$ cat config.mk
export PLATFORM = sky130hd
export DESIGN_NAME = key_result_collector
export DESIGN_NICKNAME = d
export VERILOG_FILES = /design/src/rtl/key_result_collector.sv
export SDC_FILE = /design/constraint.sdc
export NUM_CORES = 1
export LEC_CHECK = 0
export CORE_ASPECT_RATIO = 0.6
export CORE_MARGIN = 8
export CORE_UTILIZATION = 40
export DETAILED_ROUTE_END_ITERATION = 10
export GPL_ROUTABILITY_DRIVEN = 0
export PLACE_DENSITY = 0.77
export RECOVER_POWER = 25
export SLEW_MARGIN = 20
export SYNTH_ARGS = -nofsm -noshare
export SYNTH_HDL_FRONTEND = slang
export SYNTH_SLANG_ARGS = --single-unit
export TNS_END_PERCENT = 1
$ cat constraint.sdc
create_clock -name clk -period 5.2 [get_ports clk]
set_clock_uncertainty 0.05 [all_clocks]
set_input_delay 0.52 -clock clk [delete_from_list [all_inputs] [get_ports clk]]
set_output_delay 0.52 -clock clk [all_outputs]
set_load 0.05 [all_outputs]
$ cat src/rtl/key_result_collector.sv
// Collects results from the key-search cores: latches the first winning key,
// detects exhaustion, counts search cycles and drives the halt and display outputs.
module key_result_collector #(
  parameter int CORE_COUNT_LOG_2 = 2,
  parameter int CORE_COUNT       = 2 ** CORE_COUNT_LOG_2,
  parameter int KEY_W            = 22
) (
  input  logic                        clk,
  input  logic                        reset,
  input  logic                        start,
  input  logic [CORE_COUNT-1:0]       core_found,
  input  logic [CORE_COUNT*KEY_W-1:0] core_keys,
  input  logic [CORE_COUNT-1:0]       core_done,
  output logic                        stop_all,
  output logic [KEY_W-1:0]            found_key,
  output logic [CORE_COUNT_LOG_2-1:0] found_core,
  output logic [1:0]                  status,
  output logic [31:0]                 cycle_count,
  output logic [23:0]                 display
);

  typedef enum logic [1:0] {
    ST_IDLE      = 2'b00,
    ST_SEARCH    = 2'b01,
    ST_FOUND     = 2'b10,
    ST_EXHAUSTED = 2'b11
  } state_t;

  state_t                      state_q, state_d;
  logic                        start_q;
  logic                        start_edge;
  logic [31:0]                 cycle_count_q, cycle_count_d;
  logic [KEY_W-1:0]            found_key_q, found_key_d;
  logic [CORE_COUNT_LOG_2-1:0] found_core_q, found_core_d;
  logic                        stop_all_q, stop_all_d;
  logic [23:0]                 display_q, display_d;

  logic                        any_found;
  logic                        all_done;
  logic [CORE_COUNT_LOG_2-1:0] win_idx;
  logic [KEY_W-1:0]            win_key;

  assign start_edge = start & ~start_q;
  assign all_done   = &core_done;

  // Scan from the top so the lowest set index is the last one written and wins.
  always_comb begin
    any_found = 1'b0;
    win_idx   = '0;
    win_key   = '0;
    for (int i = CORE_COUNT - 1; i >= 0; i--) begin
      if (core_found[i]) begin
        any_found = 1'b1;
        win_idx   = CORE_COUNT_LOG_2'(i);
        win_key   = core_keys[i*KEY_W +: KEY_W];
      end
    end
  end

  always_comb begin
    state_d       = state_q;
    cycle_count_d = cycle_count_q;
    found_key_d   = found_key_q;
    found_core_d  = found_core_q;
    case (state_q)
      ST_IDLE: begin
        if (start_edge) begin
          state_d       = ST_SEARCH;
          cycle_count_d = '0;
          found_key_d   = '0;
          found_core_d  = '0;
        end
      end
      ST_SEARCH: begin
        if (cycle_count_q != 32'hFFFF_FFFF) begin
          cycle_count_d = cycle_count_q + 32'd1;
        end
        if (any_found) begin
          state_d      = ST_FOUND;
          found_key_d  = win_key;
          found_core_d = win_idx;
        end else if (all_done) begin
          state_d = ST_EXHAUSTED;
        end
      end
      default: begin
        state_d = state_q;
      end
    endcase
  end

  // Registered outputs are derived from the next state so they line up with status.
  always_comb begin
    stop_all_d = (state_d == ST_FOUND) || (state_d == ST_EXHAUSTED);
    display_d  = '0;
    case (state_d)
      ST_IDLE:      display_d = '0;
      ST_SEARCH:    display_d = 24'(core_keys[KEY_W-1:0]);
      ST_FOUND:     display_d = 24'(found_key_d);
      ST_EXHAUSTED: display_d = 24'hFF_FFFF;
      default:      display_d = '0;
    endcase
  end

  always_ff @(posedge clk) begin
    if (reset) begin
      state_q       <= ST_IDLE;
      start_q       <= 1'b0;
      cycle_count_q <= '0;
      found_key_q   <= '0;
      found_core_q  <= '0;
      stop_all_q    <= 1'b0;
      display_q     <= '0;
    end else begin
      state_q       <= state_d;
      start_q       <= start;
      cycle_count_q <= cycle_count_d;
      found_key_q   <= found_key_d;
      found_core_q  <= found_core_d;
      stop_all_q    <= stop_all_d;
      display_q     <= display_d;
    end
  end

  assign status      = state_q;
  assign stop_all    = stop_all_q;
  assign found_key   = found_key_q;
  assign found_core  = found_core_q;
  assign cycle_count = cycle_count_q;
  assign display     = display_q;

endmodule

==> flow_summary.json <==
{
  "post_cts_buffers": 0,
  "synth_cell_types": 45,
  "synth.most_common_cell": "dfxtp_1",
  "syn-num-nets": 570,
  "hold_end": "found_core[0]",
  "status": "finished, violations left",
  "drive_above_1_share_pct": 4.42,
  "worstSetupStartpointType": "primary input",
  "htree_levels": 3,
  "placedInstanceArea_sq_mm": 0.00591,
  "start_util_pct": 41.0,
  "post-dp-hpwl_um": 11500,
  "dieArea_sq_mm": 0.0137,
  "layout.cells.non_filler": 768,
  "via_per_inst": 6.03,
  "clock_sinks": 83,
  "die_width_um": 146,
  "ir_worst_vdd_v": 0.000195,
  "tns_ns": 0,
  "r2r_end": "display[19]",
  "ctsResizeCount": 0,
  "netlist_area_sq_mm": 0.00404,
  "wl_per_cell_um": 20.0,
  "antenna_found_initial": 0,
  "maxCapViolations": 1,
  "path_clk_slew_ns": 0.06,
  "hold_violations": 0,
  "finalSetupViolations": 0,
  "design_area_sq_mm": 0.00617,
  "synth_area_per_cell_sq_um": 8.59,
  "drc": 0,
  "cp_max_fo": 41,
  "tightest_slew_ns": 1.85,
  "endpoint_kind": "register",
  "r2r_cells": 5,
  "clock-root-buffer": "clkbuf_16",
  "yosys_warnings": 0,
  "fin_crit_ns": 3.31,
  "portBuffers": 181,
  "synthDominantCellAreaShare_pct": 41.2,
  "fin_nets": 730,
  "vias": 4628,
  "max_freq_mhz": 302,
  "drtIter0Drc": 385,
  "clockBufferDepth": 2,
  "cts.hold.buffers_added": 0,
  "synth-seq-cells": 83,
  "grt_pass1_vias": 4326,
  "die_h_um": 93.8,
  "r2r-start": "status[0]",
  "rows": 28,
  "required_ns": 5.36,
  "syn2layout_area_growth_pct": 53.0,
  "crit_type": "primary input to register",
  "rsz0062_at_grt": "false",
  "core_sq_mm": 0.00984,
  "p_per_area_mw_per_mm2": 279,
  "finalWirelength_um": 15400,
  "grt_max_degree": 42,
  "dp_cells": 754,
  "cts_tree": "built",
  "arrival_ns": 3.47,
  "n_antenna_cell": 0,
  "leakagePower_nw": 2.16,
  "relSlewSlack_pct": -23.6,
  "ys_seq_area_share_pct": 41.2,
  "fin_crit_sh_pct": 63.7,
  "synthCells": 470,
  "ys.flop_type": "dfxtp_1",
  "synth_edf_count": 0,
  "grt.total_usage_pct": 21.0,
  "timing.final.max_slew_violations": 42,
  "io_pins": 182,
  "rrSetupSlack_ns": 2.12,
  "synth-async-reset-ratio_pct": 0,
  "setup_ws_ns": 1.89,
  "clk_latency_ns": 0.33,
  "violations": "max-capacitance violations, max-slew violations",
  "cts_made_buffers": 9,
  "postRouteAntennaNets": 0,
  "drt_first_pass_iters": 5,
  "min_path_cells": 2,
  "grt_overflow_total": 0,
  "synthTopCellsByArea": "dfxtp_1 41%, a21oi_1 6.9%, a221o_1 4.5%",
  "ys_top_cells_by_count": "83 x dfxtp_1, 56 x a21oi_1, 34 x nand2_1",
  "pre_cts_ws_ns": 1.57,
  "grt_pass1_wl_um": 23500,
  "worstHoldPathType": "register to register",
  "synth_top_area_cell": "dfxtp_1",
  "n_fill_cell": 816,
  "hp-start": "found_core[0]"
}
==> cell families after synthesis <==
logic type / count (synthesis) / share of synthesized area [%]
AO/OA/AOI/OAI: 187 / 31.9
AND/OR/NAND/NOR: 158 / 22.2
flip-flops: 83 / 41.2
buffers and inverters: 40 / 4.12
multiplexers: 1 / 0.279
adder cells (fa/ha/maj): 1 / 0.310
==> per-stage QoR <==
step           total power (W)  hold WS [ns]  utilization [%]
6_report               0.00172         0.405             62.7
5_1_grt                0.00179         0.424             62.7
4_1_cts                0.00174         0.408             62.9
3_5_place_dp           0.00113         0.400             60.0
3_3_place_gp           0.00112         0.395             59.9
2_1_floorplan         0.000942         0.589                -
==> final cells by class <==
cell class / instances / area (sq um) / share of cell area [%]
inverter: 5 / 18.8 / 0.304
clock inverter: 3 / 40.0 / 0.648
multi-input combinational: 347 / 2220 / 35.9
tap: 135 / 169 / 2.74
sequential: 83 / 1660 / 26.9
clock buffer: 11 / 243 / 3.93
timing repair buffer: 184 / 1830 / 29.6
==> worst max-delay path, stage by stage <==
cell and delay, ns:
dlygate4sd3_1 0.52, clkbuf_1 1.33, nor2_1 0.60, a221o_1 0.49
==> power breakdown <==
group,internal (W),switching (W)
Clock,0.000378,0.000236
Sequential,0.000668,0.0000181
Combinational,0.000163,0.000258
Total,0.00121,0.000513
==> routing by layer <==
layer	GRT usage (%)	wire length [um]
met1	28.3	7150
met2	32.2	6750
met3	6.97	1300
met4	4.31	174
met5	0	0
==> sequential cells by signal, summed over array words and instances (netlist names) <==
register     flops
cycle_count     32
display         23
found_key       22
found_core       2
status           2
start_q          1
stop_all         1
==> cells in the final DEF, fill, tap and decap left out, types with 15 or more instances in the layout <==
cell type,count
nand2_1,34
a221o_1,18
nor2_1,18
dlygate4sd3_1,38
a21oi_1,56
o21ai_0,29
or4_1,15
or3_1,17
clkdlybuf4s50_1,142
dfxtp_1,83
==> worst max path at each step <==
stage	start	endpoint	slack (ns)	cells past startpoint
after floorplan	cycle_count[1]	cycle_count[22]	2.66	7
after global placement	core_found[2]	display[16]	1.71	5
final	reset	display[7]	1.89	4
after global routing	reset	display[11]	1.63	4
after detailed placement	core_found[2]	display[7]	1.57	6
after CTS	core_found[2]	display[7]	1.92	6
Power figures use the tool's default switching activity.
